===== src/rtl/frame_pair_aligner.sv =====
// Locks a previous-frame and a current-frame AXI-Stream pair onto a common start of frame,
// then forwards them beat-locked through one shared output slot while checking frame geometry.
module frame_pair_aligner #(
    parameter int DATA_WIDTH = 32,
    parameter int H_ACTIVE   = 1920,
    parameter int V_ACTIVE   = 1080
) (
    input  logic                  aclk,
    input  logic                  aresetn,

    input  logic [DATA_WIDTH-1:0] s_prev_axis_tdata,
    input  logic                  s_prev_axis_tvalid,
    output logic                  s_prev_axis_tready,
    input  logic                  s_prev_axis_tlast,
    input  logic                  s_prev_axis_tuser,

    input  logic [DATA_WIDTH-1:0] s_curr_axis_tdata,
    input  logic                  s_curr_axis_tvalid,
    output logic                  s_curr_axis_tready,
    input  logic                  s_curr_axis_tlast,
    input  logic                  s_curr_axis_tuser,

    output logic [DATA_WIDTH-1:0] m_prev_axis_tdata,
    output logic                  m_prev_axis_tvalid,
    input  logic                  m_prev_axis_tready,
    output logic                  m_prev_axis_tlast,
    output logic                  m_prev_axis_tuser,

    output logic [DATA_WIDTH-1:0] m_curr_axis_tdata,
    output logic                  m_curr_axis_tvalid,
    input  logic                  m_curr_axis_tready,
    output logic                  m_curr_axis_tlast,
    output logic                  m_curr_axis_tuser,

    output logic                  frame_locked,
    output logic [15:0]           err_count,
    output logic                  err_sticky
);

    localparam int XW = (H_ACTIVE > 1) ? $clog2(H_ACTIVE) : 1;
    localparam int YW = (V_ACTIVE > 1) ? $clog2(V_ACTIVE) : 1;
    localparam logic [XW-1:0] X_LAST = XW'(H_ACTIVE - 1);
    localparam logic [YW-1:0] Y_LAST = YW'(V_ACTIVE - 1);

    localparam logic [0:0] SEEK = 1'b0;
    localparam logic [0:0] RUN  = 1'b1;

    logic [0:0]            state_q, state_d;
    logic [XW-1:0]         x_q, x_d;
    logic [YW-1:0]         y_q, y_d;
    logic                  out_valid_q, out_valid_d;
    logic [DATA_WIDTH-1:0] prev_data_q, prev_data_d;
    logic [DATA_WIDTH-1:0] curr_data_q, curr_data_d;
    logic                  prev_last_q, prev_last_d;
    logic                  curr_last_q, curr_last_d;
    logic                  prev_user_q, prev_user_d;
    logic                  curr_user_q, curr_user_d;
    logic [15:0]           err_count_q, err_count_d;
    logic                  err_sticky_q, err_sticky_d;

    logic slot_free;
    logic at_origin;
    logic at_line_end;
    logic prev_sof;
    logic curr_sof;
    logic tuser_err;
    logic tlast_err;
    logic pair_fire;
    logic err_event;

    always_comb begin
        slot_free   = !out_valid_q || (m_prev_axis_tready && m_curr_axis_tready);
        at_origin   = (x_q == '0) && (y_q == '0);
        at_line_end = (x_q == X_LAST);
        prev_sof    = s_prev_axis_tvalid && s_prev_axis_tuser;
        curr_sof    = s_curr_axis_tvalid && s_curr_axis_tuser;

        // At the frame origin a start-of-frame is expected, but only a disagreement between the
        // two streams is an error; anywhere else any start-of-frame marker is out of place.
        tuser_err = 1'b0;
        if (state_q == RUN) begin
            if (!at_origin) begin
                tuser_err = prev_sof || curr_sof;
            end else begin
                tuser_err = s_prev_axis_tvalid && s_curr_axis_tvalid
                            && (s_prev_axis_tuser != s_curr_axis_tuser);
            end
        end

        pair_fire = (state_q == RUN) && s_prev_axis_tvalid && s_curr_axis_tvalid
                    && slot_free && !tuser_err;
        tlast_err = pair_fire && ((s_prev_axis_tlast != at_line_end)
                                  || (s_curr_axis_tlast != at_line_end));
        err_event = tuser_err || tlast_err;
    end

    // Ready is forced low during reset since it is a combinational output.
    always_comb begin
        s_prev_axis_tready = 1'b0;
        s_curr_axis_tready = 1'b0;
        if (aresetn) begin
            if (state_q == SEEK) begin
                s_prev_axis_tready = s_prev_axis_tvalid && !s_prev_axis_tuser;
                s_curr_axis_tready = s_curr_axis_tvalid && !s_curr_axis_tuser;
            end else begin
                s_prev_axis_tready = pair_fire;
                s_curr_axis_tready = pair_fire;
            end
        end
    end

    always_comb begin
        state_d = state_q;
        x_d     = x_q;
        y_d     = y_q;
        if (state_q == SEEK) begin
            if (prev_sof && curr_sof) begin
                state_d = RUN;
                x_d     = '0;
                y_d     = '0;
            end
        end else if (err_event) begin
            state_d = SEEK;
        end else if (pair_fire) begin
            if (at_line_end) begin
                x_d = '0;
                y_d = (y_q == Y_LAST) ? '0 : y_q + 1'b1;
            end else begin
                x_d = x_q + 1'b1;
            end
        end
    end

    always_comb begin
        out_valid_d = out_valid_q;
        prev_data_d = prev_data_q;
        curr_data_d = curr_data_q;
        prev_last_d = prev_last_q;
        curr_last_d = curr_last_q;
        prev_user_d = prev_user_q;
        curr_user_d = curr_user_q;
        if (pair_fire) begin
            out_valid_d = 1'b1;
            prev_data_d = s_prev_axis_tdata;
            curr_data_d = s_curr_axis_tdata;
            prev_last_d = s_prev_axis_tlast;
            curr_last_d = s_curr_axis_tlast;
            prev_user_d = s_prev_axis_tuser;
            curr_user_d = s_curr_axis_tuser;
        end else if (out_valid_q && m_prev_axis_tready && m_curr_axis_tready) begin
            out_valid_d = 1'b0;
        end
    end

    always_comb begin
        err_count_d  = err_count_q;
        err_sticky_d = err_sticky_q;
        if (err_event) begin
            if (err_count_q != 16'hFFFF) begin
                err_count_d = err_count_q + 16'd1;
            end
            err_sticky_d = 1'b1;
        end
    end

    always_ff @(posedge aclk or negedge aresetn) begin
        if (!aresetn) begin
            state_q      <= SEEK;
            x_q          <= '0;
            y_q          <= '0;
            out_valid_q  <= 1'b0;
            prev_data_q  <= '0;
            curr_data_q  <= '0;
            prev_last_q  <= 1'b0;
            curr_last_q  <= 1'b0;
            prev_user_q  <= 1'b0;
            curr_user_q  <= 1'b0;
            err_count_q  <= '0;
            err_sticky_q <= 1'b0;
        end else begin
            state_q      <= state_d;
            x_q          <= x_d;
            y_q          <= y_d;
            out_valid_q  <= out_valid_d;
            prev_data_q  <= prev_data_d;
            curr_data_q  <= curr_data_d;
            prev_last_q  <= prev_last_d;
            curr_last_q  <= curr_last_d;
            prev_user_q  <= prev_user_d;
            curr_user_q  <= curr_user_d;
            err_count_q  <= err_count_d;
            err_sticky_q <= err_sticky_d;
        end
    end

    assign m_prev_axis_tvalid = out_valid_q;
    assign m_curr_axis_tvalid = out_valid_q;
    assign m_prev_axis_tdata  = prev_data_q;
    assign m_curr_axis_tdata  = curr_data_q;
    assign m_prev_axis_tlast  = prev_last_q;
    assign m_curr_axis_tlast  = curr_last_q;
    assign m_prev_axis_tuser  = prev_user_q;
    assign m_curr_axis_tuser  = curr_user_q;

    assign frame_locked = (state_q == RUN);
    assign err_count    = err_count_q;
    assign err_sticky   = err_sticky_q;

endmodule


===== config.mk =====
export PLATFORM = sky130hd
export DESIGN_NAME = frame_pair_aligner
export DESIGN_NICKNAME = d
export VERILOG_FILES = /design/src/rtl/frame_pair_aligner.sv
export SDC_FILE = /design/constraint.sdc
export NUM_CORES = 1
export LEC_CHECK = 0
export ABC_CLOCK_PERIOD_IN_PS = 4800
export CORE_ASPECT_RATIO = 0.9
export CORE_MARGIN = 2
export CORE_UTILIZATION = 63
export CTS_CLUSTER_SIZE = 8
export DETAILED_ROUTE_END_ITERATION = 16
export DONT_BUFFER_PORTS = 1
export PLACE_DENSITY = 0.77
export SLEW_MARGIN = 30
export SYNTH_ARGS = -nofsm -noshare
export SYNTH_HDL_FRONTEND = slang
export SYNTH_SLANG_ARGS = --single-unit

===== constraint.sdc =====
create_clock -name aclk -period 4.8 [get_ports aclk]
set_input_delay 1.44 -clock aclk [delete_from_list [all_inputs] [get_ports aclk]]
set_output_delay 1.44 -clock aclk [all_outputs]
set_load 0.005 [all_outputs]

==> run metrics <==
grt total ovfl 0; slowest CP cell or3_2; Worst path max stage delay 560 ps; CP required 3360 ps; routed vias/inst 6.234; Core ar. 7582 um^2; initial antenna violation count 0; flops & latches, synth 109; clock network power share 0.200; Period minus WS final 4119 ps; worst-margin pin slew 716.3 ps; number of buffers created by CTS 9; main combinational cell family by area after synthesis multiplexers; Post-synth EDFFs 0; DRC Markers 0; vias in the first global route 3097; Fin. Hold Viols 0; Final Cycle Share 0.8580; number of nets with antenna violations after routing 0; Power Density 514.1 nW/um^2; critical path cell sequence a21bo_2, nand4_1, or3_2, a21boi_0; Seq pwr share 0.572; global-route wire length before repair 15840 um; gpl congestion 0.8980; clock root cell clkbuf_8; postcts setup bufs 0; Net Count, Synth 487; arrival time worst endpoint 2680 ps; synth cell count leaders dfrtp_1, mux2_2, nand2_1; Max rail drop VDD 0.0003185 V; P_sw 0.8822 mW; # hold bufs at CTS 0; Total Routing Usage GR 0.2332; worst-path maximum fanout 7; Antenna Diode Count 0; WS Path Type in -> out; top area cells in the synthesized netlist dfrtp_1, mux2_2, xor2_1; final setup fails 0; Slew Limit Headroom 0.5185; post-synthesis mux area share 0.1653; htree depth 3; I/O pins 164; max-slew violations 0; adder-cell share of the synthesized area 0.01260; Post-Syn Area 4966 um^2; Die X 97.59 um; Pre-Repair DR Iteration Count 4; r2r setup slk 1810 ps; WP buf/inv 0; largest area contributor in the netlist dfrtp_1; Syn-to-layout area delta 5.442%; PortBufs 0; RSZ-0062 raised after global routing false; Clock Latency Late Sink 380 ps; Synth top area share 0.5493; Crit path max-delay family simple AND/OR/NAND/NOR gates; share of layout cells above drive strength 1 0.2694; combinational group share of total power 0.228; final net count 486; Final Skew 15.50 ps; TNS Setup 0 ps; maxcap violations 0; internal power 1.810 mW; ys flop type dfrtp_1; die area 8609 um^2; CTS tree done; leak pwr 2.396 nW; maximum number of pins on one net before global-route repair 112; post-detailed-route wirelength per cell 19.63 um; vias 3167; min-delay worst type reg -> reg; pre-CTS setup slack 672.4 ps; worst hold slack 537.3 ps; yosys warns 0; fraction of registers with async set/reset 1.000; post-CTS sizing 0; count leader, synth dfrtp_1; sw frac 0.3277; Starting Density 0.6550; Post-Synthesis Cells 408; status finished clean; DRT iter0 DRCs 191; synth unique cells 51; xor-xnor portion of the synthesized cell area 0.02469; clk buf depth 2; post-synthesis compound-gate area fraction 0.05921; chip height 88.23 um; fillers 554; Max Clk Rate 0.2428 GHz; Post-Synth Simple-Gate Area 0.1602; Cell Rows 30; HPWL Detailed 7115 um; Setup crit end kind output port; crit path launch type primary input; Final WS setup 681.4 ps; Avg Cell Area, Syn 12.17 um^2; CTS Sinks 109; Post-Route WL 9973 um; Clock transition at path regs 100 ps; post-synthesis sequential area ratio 0.5493
## routing by layer
layer | up-vias | track usage | wire (um)
li1 | 1469 | - | -
met4 | 0 | 0.05177 | 76
met5 | - | 0 | 0
met3 | 6 | 0.08926 | 713
met2 | 94 | 0.3643 | 4956
met1 | 1598 | 0.3185 | 4226
## logic make-up (layout without fill, tap and decap cells)
group / count (synthesis) / in the layout
compound gates: 37 / 37
simple gates: 142 / 142
fa+ha+maj: 5 / 5
mux: 73 / 73
flops: 109 / 109
xor+xnor: 14 / 14
buf+inv: 28 / 32
## layout by cell type (no fill, tap or decap), drive strengths merged, types with 3 or more instances in the layout
cell type    n
o21ai        7
inv         11
o21a         3
mux2        72
clkinv       3
nor3        15
nor2b        4
xor2        14
dfrtp      109
and3        13
nor4         9
nand3       17
a221o        8
nand2       30
a21oi        3
or3          4
nor2        15
a31oi        3
clkbuf      10
nand4       10
or2          4
ha           5
buf          8
or4          4
and2         3
a21boi       4
nand2b       4
## flip-flops by register name, indices dropped and copies added (netlist names)
register            flops
m_prev_axis_tdata      32
m_curr_axis_tdata      32
y_q                    11
m_curr_axis_tuser       1
err_count              16
m_prev_axis_tlast       1
m_prev_axis_tuser       1
x_q                    11
frame_locked            1
err_sticky              1
m_curr_axis_tvalid      1
m_curr_axis_tlast       1
## power groups by stage
| stage | Clock [mW] | Combinational (mW) | Sequential, mW |
|---|---|---|---|
| after CTS | 0.556 | 0.623 | 1.55 |
| after global routing | 0.591 | 0.680 | 1.58 |
| after detailed placement | 0 | 0.625 | 1.56 |
| after floorplan | 0 | 0.518 | 1.47 |
| final | 0.538 | 0.615 | 1.54 |
| after global placement | 0 | 0.583 | 1.55 |
## worst paths after layout
| path | startpoint | to | cells past startpoint |
|---|---|---|---|
| min in group asynchronous | aresetn | m_curr_axis_tdata[4] | 0 |
| worst max-delay path | m_prev_axis_tready | s_curr_axis_tready | 4 |
| worst min register to register | err_count[10] | err_count[10] | 1 |
| max in group asynchronous | aresetn | m_curr_axis_tdata[16] | 0 |
| worst min-delay path | err_count[10] | err_count[10] | 1 |
| worst max register to register | x_q[0] | y_q[5] | 10 |
## metrics by stage
stage | cell area [um^2] | std cells | power [mW] | util
finish | 5236 | 508 | 2.692 | 0.6906
global route | 5236 | 508 | 2.855 | 0.6906
CTS | 5236 | 508 | 2.725 | 0.6906
detailed placement | 5041 | 492 | 2.185 | 0.6649
global placement | 5035 | 492 | 2.134 | 0.6640
floorplan | 4966 | 408 | 1.991 | -
## cell type report
cell class | count | area [um^2] | share of cell area
sequential | 109 | 2728 | 0.5209
multi-input combinational | 271 | 2103 | 0.4017
clock buffer | 10 | 127.6 | 0.02437
tap | 96 | 120.1 | 0.02294
clock inverter | 6 | 67.56 | 0.01290
timing repair buffer | 8 | 60.06 | 0.01147
inverter | 8 | 30.03 | 0.005735
(Power assumes the default switching activity.)
==> variant: new RTL, same flow settings <==
The parameter `DATA_WIDTH` goes from 32 to 28.
--- a/src/rtl/frame_pair_aligner.sv
+++ b/src/rtl/frame_pair_aligner.sv
@@ -3,3 +3,3 @@
 module frame_pair_aligner #(
-    parameter int DATA_WIDTH = 32,
+    parameter int DATA_WIDTH = 28,
     parameter int H_ACTIVE   = 1920,
Ports: changed (resized m_curr_axis_tdata, m_prev_axis_tdata, s_curr_axis_tdata and s_prev_axis_tdata); port bits go from 164 to 148. No check against the original RTL was run, so the function may have changed too.
==> variant against the unedited design <==
- area after synthesis is 7.2% lower
- sequential share of layout area is 0.20 points lower
- power is 5.4% lower
- final area is 7.0% lower
- non-clock buffer count is 4 lower
- count of clock-buffer cells in the layout is 1 lower
- sequential cell count is 8 lower
- worst setup slack better by 0.13 ns
- routed wire length is 4.1% lower
- critical path type unchanged
==> variant: results <==
metrics = {
    "outcome": {
        "status": "finished clean",
    },
    "setup_path": {
        "ff2ff_setup_slack_ns": 1.82,
        "critPathArrivalTime_ns": 2.55,
        "reg2reg_depth": 8,
        "reg2reg_to": "m_prev_axis_tdata[0]$_DFFE_PN0P_",
    },
    "global_route": {
        "grt_max_degree": 104,
        "grt_pass1_wl_um": 15600,
        "track_usage_pct": 25.0,
        "grt_pass1_vias": 3151,
    },
    "placed_design": {
        "place_congestion": 0.883,
        "dp_hpwl_um": 6790,
    },
    "min_path": {
        "hold_end": "y_q[10]$_DFFE_PN0P_",
        "hold_class": "flip-flop to flip-flop",
        "hold_path_depth": 1,
        "min_from": "y_q[10]$_DFFE_PN0P_",
    },
    "synth": {
        "synth_common_cells": "101 x dfrtp_1, 61 x mux2_2, 43 x nand3_1, 23 x nand2_1, 19 x o21ai_0",
        "ys_seq_area_share_pct": 54.9,
        "yosys_warnings": 0,
        "synthDistinctLibCells": 40,
        "ys_top_cells_by_area": "dfrtp_1 55%, mux2_2 15%, nand3_1 4.7%, xnor2_1 2.7%, o21ai_0 2.1%",
    },
    "cells_and_area": {
        "drive_gt1_share_pct": 22.8,
        "final_nets": 460,
    },
    "clock_network": {
        "cts_resized": 0,
        "post-cts-setup-buffers": 0,
    },
    "sta": {
        "holdWs_ns": 0.519,
        "setup_slack_ns": 0.808,
        "slew_headroom_pct": 35.4,
        "finClkSkew_ns": 0.0171,
    },
    "drt": {
        "drt-total-wl_um": 9560,
        "drtIter0Drc": 178,
        "vias": 3101,
    },
    "power_and_ir_drop": {
        "power.leakage_nw": 2.10,
        "ir_drop_mv": 0.358,
    },
}
-- variant: how the worst max path moves through the flow --
| stage | from | to |
|---|---|---|
| 3_5_place_dp | s_curr_axis_tvalid | s_curr_axis_tready |
| 6_report | s_curr_axis_tvalid | s_curr_axis_tready |
| 4_1_cts | s_curr_axis_tvalid | s_curr_axis_tready |
| 2_1_floorplan | s_curr_axis_tvalid | s_curr_axis_tready |
| 3_3_place_gp | s_curr_axis_tvalid | s_prev_axis_tready |
| 5_1_grt | s_curr_axis_tvalid | s_curr_axis_tready |
-- variant: worst max-delay path, stage by stage --
cell	delay, ns
nand3_1	0.07
nand2b_1	0.19
or3_1	0.45
nand3_2	0.16
a21boi_0	0.10
buf_4	0.14
-- variant: cell families after synthesis --
family          Yosys count  synth area share, %
compound gates           40                 6.11
xor+xnor                 16                 3.04
fa+ha+maj                 5                 1.36
buf+inv                  24                 2.47
flops                   101                 54.9
mux                      61                 14.9
simple gates            143                 17.2
-- variant: per-layer routing --
metal | wire [µm] | global-route usage (%) | share of wire (%) | vias to the layer above
met5 | 0 | 0 | 0 | -
met4 | 150 | 7.11 | 1.6 | 0
met3 | 791 | 9.59 | 8.3 | 15
met2 | 4740 | 39.4 | 50 | 129
met1 | 3870 | 32.7 | 41 | 1552
li1 | - | - | - | 1405
-- variant: where the power goes --
part           switching, mW  leakage, nW  internal [mW]  total, mW
logic                  0.235        0.739          0.313      0.547
clock network          0.320        0.103          0.205      0.525
registers              0.311         1.26           1.16       1.47
total                  0.866         2.10           1.68       2.55
-- variant: layout make-up --
class / count / area [µm²]
repair buffers: 4 / 30.0
clock buffers: 9 / 124
fillers: 535 / 2200
multi-input cells: 265 / 1970
inverters: 8 / 30.0
well taps: 93 / 116
clock inverters: 7 / 77.6
flip-flops and latches: 101 / 2530
-- variant: stage by stage --
stage	utilization, %	area [µm²]	cells	power (mW)
after detailed placement	66.0	4670	471	2.05
after global placement	66.0	4670	471	2.00
final	68.8	4870	487	2.55
after CTS	68.8	4870	487	2.57
after floorplan	-	4610	390	1.87
after global routing	68.8	4870	487	2.71
